`config.mk`:
```
export PLATFORM = sky130hd
export DESIGN_NAME = spi_frame_controller
export DESIGN_NICKNAME = d
export VERILOG_FILES = /design/src/rtl/spi_ctrl_pkg.sv /design/src/rtl/spi_bit_counter.sv /design/src/rtl/spi_frame_controller.sv
export SDC_FILE = /design/constraint.sdc
export NUM_CORES = 1
export LEC_CHECK = 0
export CORE_AREA = 5 5 42 44
export CTS_CLUSTER_DIAMETER = 30
export DETAILED_ROUTE_END_ITERATION = 16
export DIE_AREA = 0 0 47 49
export PLACE_DENSITY = 0.64
export SYNTH_ARGS = -nofsm -noshare
export SYNTH_HDL_FRONTEND = slang
export SYNTH_SLANG_ARGS = --single-unit
```
`constraint.sdc`:
```
create_clock -name clk -period 1.56 [get_ports clk]
set_input_delay 0.234 -clock clk [delete_from_list [all_inputs] [get_ports clk]]
set_output_delay 0.234 -clock clk [all_outputs]
set_load 0.01 [all_outputs]
```
`src/rtl/spi_ctrl_pkg.sv`:
```
// Shared definitions for the SPI frame controller: state encoding, default frame
// geometry and the bit-counter width helper.
package spi_ctrl_pkg;

  localparam int unsigned DefAddrBits = 7;
  localparam int unsigned DefDataBits = 8;

  typedef logic [2:0] state_t;

  localparam state_t StIdle        = 3'd0;
  localparam state_t StGetAddr     = 3'd1;
  localparam state_t StGotAddr     = 3'd2;
  localparam state_t StReadLoad    = 3'd3;
  localparam state_t StReadShift   = 3'd4;
  localparam state_t StWriteShift  = 3'd5;
  localparam state_t StWriteCommit = 3'd6;
  localparam state_t StDone        = 3'd7;

  // Wide enough to hold the larger of the two terminal counts.
  function automatic int unsigned cnt_width(input int unsigned addr_bits,
                                            input int unsigned data_bits);
    int unsigned max_cnt;
    max_cnt = (addr_bits + 1 > data_bits) ? addr_bits + 1 : data_bits;
    return $clog2(max_cnt + 1);
  endfunction

endpackage

```
`src/rtl/spi_bit_counter.sv`:
```
// Edge counter with synchronous clear and a terminal flag that fires on the pulse
// that brings the count up to a runtime-selected target.
module spi_bit_counter #(
  parameter int unsigned Width = 4
) (
  input  logic             clk,
  input  logic             reset,
  input  logic             clear,
  input  logic             inc,
  input  logic [Width-1:0] target,
  output logic             last
);

  logic [Width-1:0] count_q, count_d;

  // Flags the current pulse, so the FSM can leave in the same cycle it arrives.
  assign last = inc && ((count_q + Width'(1)) == target);

  always_comb begin
    count_d = count_q;
    if (clear) begin
      count_d = '0;
    end else if (inc) begin
      count_d = count_q + Width'(1);
    end
  end

  always_ff @(posedge clk) begin
    if (reset) begin
      count_q <= '0;
    end else begin
      count_q <= count_d;
    end
  end

endmodule

```
`src/rtl/spi_frame_controller.sv`:
```
// Sequences one SPI frame: address capture, R/W decision, read load/shift or write
// shift/commit. Define SPI_CTRL_TXN_COUNT_EN to add the completed-frame counter.
module spi_frame_controller
  import spi_ctrl_pkg::*;
#(
  parameter int unsigned ADDR_BITS = DefAddrBits,
  parameter int unsigned DATA_BITS = DefDataBits
) (
  input  logic        clk,
  input  logic        reset,
  input  logic        chipSelect,
  input  logic        sclkPosEdge,
  input  logic        sclkNegEdge,
  input  logic        readWrite,
  output logic        srLoad,
  output logic        addrLatchEn,
  output logic        dmWe,
  output logic        misoBufEn
`ifdef SPI_CTRL_TXN_COUNT_EN
  ,
  output logic [15:0] txnCount
`endif
);

  localparam int unsigned CntW = cnt_width(ADDR_BITS, DATA_BITS);
  localparam logic [CntW-1:0] AddrTarget = CntW'(ADDR_BITS + 1);
  localparam logic [CntW-1:0] DataTarget = CntW'(DATA_BITS);

  state_t          state_q, state_d;
  logic            cnt_inc, cnt_clear, cnt_last;
  logic [CntW-1:0] cnt_target;

  // Counting is split from next-state so the terminal flag never loops back on itself.
  always_comb begin
    cnt_inc    = 1'b0;
    cnt_target = DataTarget;
    if (!chipSelect) begin
      case (state_q)
        StGetAddr: begin
          cnt_inc    = sclkPosEdge;
          cnt_target = AddrTarget;
        end
        StReadShift:  cnt_inc = sclkNegEdge;
        StWriteShift: cnt_inc = sclkPosEdge;
        default:      cnt_inc = 1'b0;
      endcase
    end
  end

  always_comb begin
    state_d = state_q;
    case (state_q)
      StIdle:        state_d = StGetAddr;
      StGetAddr:     if (cnt_last) state_d = StGotAddr;
      StGotAddr:     state_d = readWrite ? StReadLoad : StWriteShift;
      StReadLoad:    state_d = StReadShift;
      StReadShift:   if (cnt_last) state_d = StDone;
      StWriteShift:  if (cnt_last) state_d = StWriteCommit;
      StWriteCommit: state_d = StDone;
      StDone:        state_d = StDone;
      default:       state_d = StIdle;
    endcase
    // Deselect wins over any edge pulse in the same cycle.
    if (chipSelect) begin
      state_d = StIdle;
    end
  end

  assign cnt_clear = (state_d != state_q);

  always_ff @(posedge clk) begin
    if (reset) begin
      state_q <= StIdle;
    end else begin
      state_q <= state_d;
    end
  end

  spi_bit_counter #(
    .Width (CntW)
  ) u_bit_counter (
    .clk    (clk),
    .reset  (reset),
    .clear  (cnt_clear),
    .inc    (cnt_inc),
    .target (cnt_target),
    .last   (cnt_last)
  );

  assign addrLatchEn = (state_q == StGotAddr);
  assign srLoad      = (state_q == StReadLoad);
  assign misoBufEn   = (state_q == StReadShift);
  assign dmWe        = (state_q == StWriteCommit);

`ifdef SPI_CTRL_TXN_COUNT_EN
  logic [15:0] txn_count_q, txn_count_d;

  // Aborts force IDLE in state_d, so they never look like an entry to DONE.
  always_comb begin
    txn_count_d = txn_count_q;
    if ((state_d == StDone) && (state_q != StDone)) begin
      txn_count_d = txn_count_q + 16'd1;
    end
  end

  always_ff @(posedge clk) begin
    if (reset) begin
      txn_count_q <= 16'd0;
    end else begin
      txn_count_q <= txn_count_d;
    end
  end

  assign txnCount = txn_count_q;
`endif

endmodule

```
---- Yosys cells after proc, flatten, opt, wreduce, memory -nomap -nowiden ----
Cells that the tools add are included.
storage, ports and cells
  output and inout bits ................... 4
  word-level logic and storage cells ...... 25
  flip-flop bits (word level) ............. 7
  input port bits ......................... 6
operators by class
  eq/ne operators ......................... 9
  reductions and logical operators ........ 5
  muxes and demuxes ....................... 8
  add/sub/neg operators ................... 1
operators with widths
  operator                                                          number
  3-bit one-hot mux with 7 select lines                             1
  3-bit 2-to-1 mux                                                  5
  3-bit == test (second input constant)                             4
  3-bit by 2-bit == test with 1-bit output (second input constant)  2
  2-bit OR reduction                                                3
  4-bit by 1-bit adder with 4-bit output (second input constant)    1
  4-bit == test (second input constant)                             1
  3-bit by 1-bit == test with 1-bit output (second input constant)  1
  3-bit logical NOT                                                 1
  3-bit != test                                                     1
  1-bit one-hot mux with 2 select lines                             1
  1-bit logical AND                                                 1
  1-bit 2-to-1 mux                                                  1

---- Logic depth before layout (Yosys ltp) ----
  depth after elaboration ................. 10
  mapped depth ............................ 6

---- By module ----
A second synthesis with hierarchy kept.
second synthesis, totals
  cells, all modules ...................... 54
  area total of the unflattened synthesis .. 469.2 um2
modules (own cells, without submodules)
  module                instances  cells an instance  area an instance (um2)
  spi_frame_controller  1          31                 239.0
  spi_bit_counter       1          23                 230.2

---- Worst setup path after synthesis ----
Ideal clock, no wire load.
  path kind ............................... reg-to-reg
  start ................................... register u_bit_counter.count_q[0]
  end ..................................... register state_q[0]
  slack ................................... -0.120 ns
  cell stages (with the launch flop) ...... 6
  arrival time ............................ 1.577 ns
  buffers on the path ..................... 0
  data required time ...................... 1.457 ns
  period minus slack after synthesis ...... 1.680 ns
  path through ............................ dfxtp_1 ha_1 nor4bb_1 a41oi_2 or2_4 a2111oi_2
on the way
  cells in the longest elaborated chain, start to end .. 6
  elaborated cells between the ends (all ways) .. 8
  classes of those cells .................. 1 x add/sub; 1 x eq/ne; 5 x mux; 1 x reduce/logical
ends and longest elaborated chain
  item                                        RTL line                                                                            source
  from (decl)                                 spi_bit_counter.sv:14                                                               logic [Width-1:0] count_q, count_d;
  from (signal assigned)                      spi_bit_counter.sv:32                                                               count_q <= count_d;
  4-bit by 1-bit adder with 4-bit output (*)  spi_bit_counter.sv:17                                                               assign last = inc && ((count_q + Width'(1)) == target);
  4-bit == test (*)                           spi_bit_counter.sv:17
  1-bit logical AND (*)                       spi_bit_counter.sv:17
  3-bit 2-to-1 mux, on equally long branches  spi_frame_controller.sv:58, spi_frame_controller.sv:54, spi_frame_controller.sv:57
  3-bit one-hot mux with 7 select lines (*)   spi_frame_controller.sv:52                                                          case (state_q)
  3-bit 2-to-1 mux (*)                        spi_frame_controller.sv:64                                                          if (chipSelect) begin
  to (signal assigned)                        spi_frame_controller.sv:73                                                          state_q <= StIdle;
  to (signal assigned)                        spi_frame_controller.sv:75                                                          state_q <= state_d;
  to (decl)                                   spi_frame_controller.sv:29                                                          state_t state_q, state_d;
Mark *: on every way between the ends. The rest lies on a longest branch, timed or not.
A chain may end at the register's enable or synchronous reset.

---- Final worst setup path ----
Ends and elaborated chain as after synthesis.

==> impl_metrics.json <==
{
  "status": "finished clean",
  "tns_ns": 0,
  "dieArea_mm2": 0.00230,
  "peakVddDrop_mv": 0.317,
  "timing.rr.start": "u_bit_counter.count_q[0]$_SDFFE_PP0P_",
  "multi_input_area_um2": 383,
  "rsz0062_at_grt": "true",
  "netlist_top_cells_count": "nand2_1, dfxtp_1, a21oi_1, nor2_1",
  "clk_path_buf_depth": 2,
  "slowest_delay_ns": 0.37,
  "htreeDepth": 1,
  "antenna_found_initial": 0,
  "grt_pass1_vias": 460,
  "place_area_um2": 702,
  "portBuffers": 9,
  "synth_most_common_cell": "nand2_1",
  "crit_path_start": "u_bit_counter.count_q[0]$_SDFFE_PP0P_",
  "fmax_mhz": 655,
  "synth_edf_count": 0,
  "post-route-util_pct": 53.8,
  "numCtsBuffers": 3,
  "gp_congestion": 0.787,
  "p_int_uw": 301,
  "nFillCells": 144,
  "critPathKind": "flop to flop",
  "cts_root_buf": "clkbuf_4",
  "yosysTopAreaCellShare_pct": 28.9,
  "dp.cells": 91,
  "clock_skew_ns": 0.000586,
  "clkLatencyLatePin_ns": 0.24,
  "switching_share_pct": 21.2,
  "worstMarginPinSlew_ns": 0.291,
  "route.detailed.drc": 0,
  "hpwl_um": 887,
  "routed_wl_um": 1090,
  "fin_hold_ws_ns": 0.517,
  "cp_slowest_cell": "dfxtp_4",
  "syn_inst": 58,
  "dieHeight_um": 49,
  "seq_power_share_pct": 47.4,
  "route.vias.total": 469,
  "power_density_mw_per_mm2": 507,
  "finalPower_uw": 382,
  "setup_viol_count_final": 0,
  "dr.first_iter.drc_count": 8,
  "synthTopCellsByArea": "dfxtp_1, nand2_1, a21oi_1",
  "n_antenna_cell": 0,
  "grt_overflow": 0,
  "drive_gt1_share_pct": 39.2,
  "fin_crit_ns": 1.53,
  "yosysTopAreaCell": "dfxtp_1",
  "drt_pass1_iterations": 4,
  "ys_async_sr_fraction_pct": 0,
  "min_path_type": "flop to flop",
  "cts_tree": "done",
  "maxSlewViolCount": 0,
  "crit_path_start_kind": "flop",
  "worst_slack_ns": 0.0330,
  "ys_ff_latch": 7,
  "cp.required_ns": 1.70,
  "start_util_pct": 34.6,
  "layout.nets": 88,
  "synth_nets": 66,
  "post_drt_wl_per_cell_um": 11.5,
  "syn-cell-area_um2": 484,
  "finalCritPeriodShare_pct": 97.9,
  "regArea_um2": 154,
  "grt_max_degree": 9,
  "final_cells": 95,
  "vias_per_cell": 4.94,
  "yosys_warnings": 0,
  "worstHoldStart": "u_bit_counter.count_q[1]$_SDFFE_PP0P_",
  "p_switching_uw": 80.9,
  "clkPwrFrac_pct": 41.3,
  "place_worst_setup_slack_ns": -0.252,
  "cp-end-kind": "flop",
  "p_leak_nw": 0.292,
  "synth_ff_type": "dfxtp_1",
  "crit_arrival_ns": 1.66,
  "num_rows": 14,
  "track_usage_pct": 10.9,
  "numClockSinks": 7,
  "fin_area_um2": 753,
  "cap_violations": 0,
  "worstPathMaxFanout": 6,
  "clkTransAtPathRegs_ns": 0.05,
  "finalHoldViolCount": 0,
  "area_growth_pct": 55.6,
  "die_w_um": 47,
  "core-area_mm2": 0.00140,
  "post_cts_buffers": 0,
  "syn_area_per_cell_um2": 8.35,
  "cp_cell_sequence": "ha_4 > nor4bb_4 > a41oi_2 > or2_4 > a2111oi_4",
  "combPwrFrac_pct": 11.3,
  "antenna_left": 0,
  "grt_pass1_wl_um": 1900,
  "synthDistinctLibCells": 28,
  "ys_seq_area_share_pct": 28.9,
  "slew_headroom_pct": 80.5,
  "ios": 10
}
==> flip-flops by register name (all words and copies together) (netlist names) <==
register and cells:
state_q 3, u_bit_counter.count_q 4
==> timing repair <==
action / 4_1_cts / 5_1_grt
endpoints found under the hold margin: 0 / 0
hold buffers: 0 / 0
setup endpoints to repair: 6 / 2
gates resized for setup: 12 / 1
pin swaps: 3 / 1
gates cloned: 0 / 0
==> area by class of cell <==
type                    instances  share of cell area, %
multi-input cells              47                   50.8
repair buffers                 20                   22.1
flip-flops and latches          7                   20.4
clock buffers                   4                   3.49
well taps                      16                   2.66
inverters                       1                  0.498
==> critical path, delay by kind of cell, from the launching register on <==
kind	cells	cell delay, ns
AOI/OAI and AO/OA	2	0.35
and+or+nand+nor	2	0.54
adders and majority gates	1	0.17
DFF	1	0.37
==> cell usage in the layout, fill, tap and decap left out, types with 2 or more instances in the layout <==
cell	instances
nor2_1	4
ha_4	2
nand2_1	10
dfxtp_2	2
dfxtp_1	2
buf_4	11
dlygate4sd2_1	5
dfxtp_4	3
nand3_1	3
or2_1	2
clkbuf_4	3
a21oi_1	5
clkdlybuf4s50_1	4
nor3_1	2
==> logic make-up after synthesis <==
| kind of cell | Yosys count | share of synthesized area (%) |
|---|---|---|
| AND/OR/NAND/NOR | 31 | 36.2 |
| XOR/XNOR | 2 | 3.62 |
| buffers and inverters | 4 | 5.43 |
| adder cells (fa/ha/maj) | 2 | 5.17 |
| flip-flops | 7 | 28.9 |
| AO/OA/AOI/OAI | 12 | 20.7 |
==> layer usage <==
layer  GRT usage (%)  up-vias  routed length [um]
li1                -      247                   -
met2            16.7        6                 558
met3            2.21        2                  37
met4            4.15        0                   4
met1            14.3      214                 489
met5               0        -                   0
==> power groups by stage <==
stage	Clock (mW)	Combinational (mW)	Sequential [mW]
floorplan	0	0.0219	0.183
global placement	0	0.0420	0.185
detailed placement	0	0.0425	0.185
CTS	0.165	0.0434	0.181
global route	0.185	0.0466	0.181
finish	0.158	0.0430	0.181
==> final timing paths <==
kind / end / slack, ns / depth (start not counted)
setup / recovery: state_q[0]$_SDFF_PP0_ / 0.03 / 5
hold / removal: u_bit_counter.count_q[1]$_SDFFE_PP0P_ / 0.52 / 2
setup reg to reg: state_q[0]$_SDFF_PP0_ / 0.03 / 5
hold reg to reg: u_bit_counter.count_q[1]$_SDFFE_PP0P_ / 0.52 / 2
No activity file was read; power rests on OpenSTA's default activity.
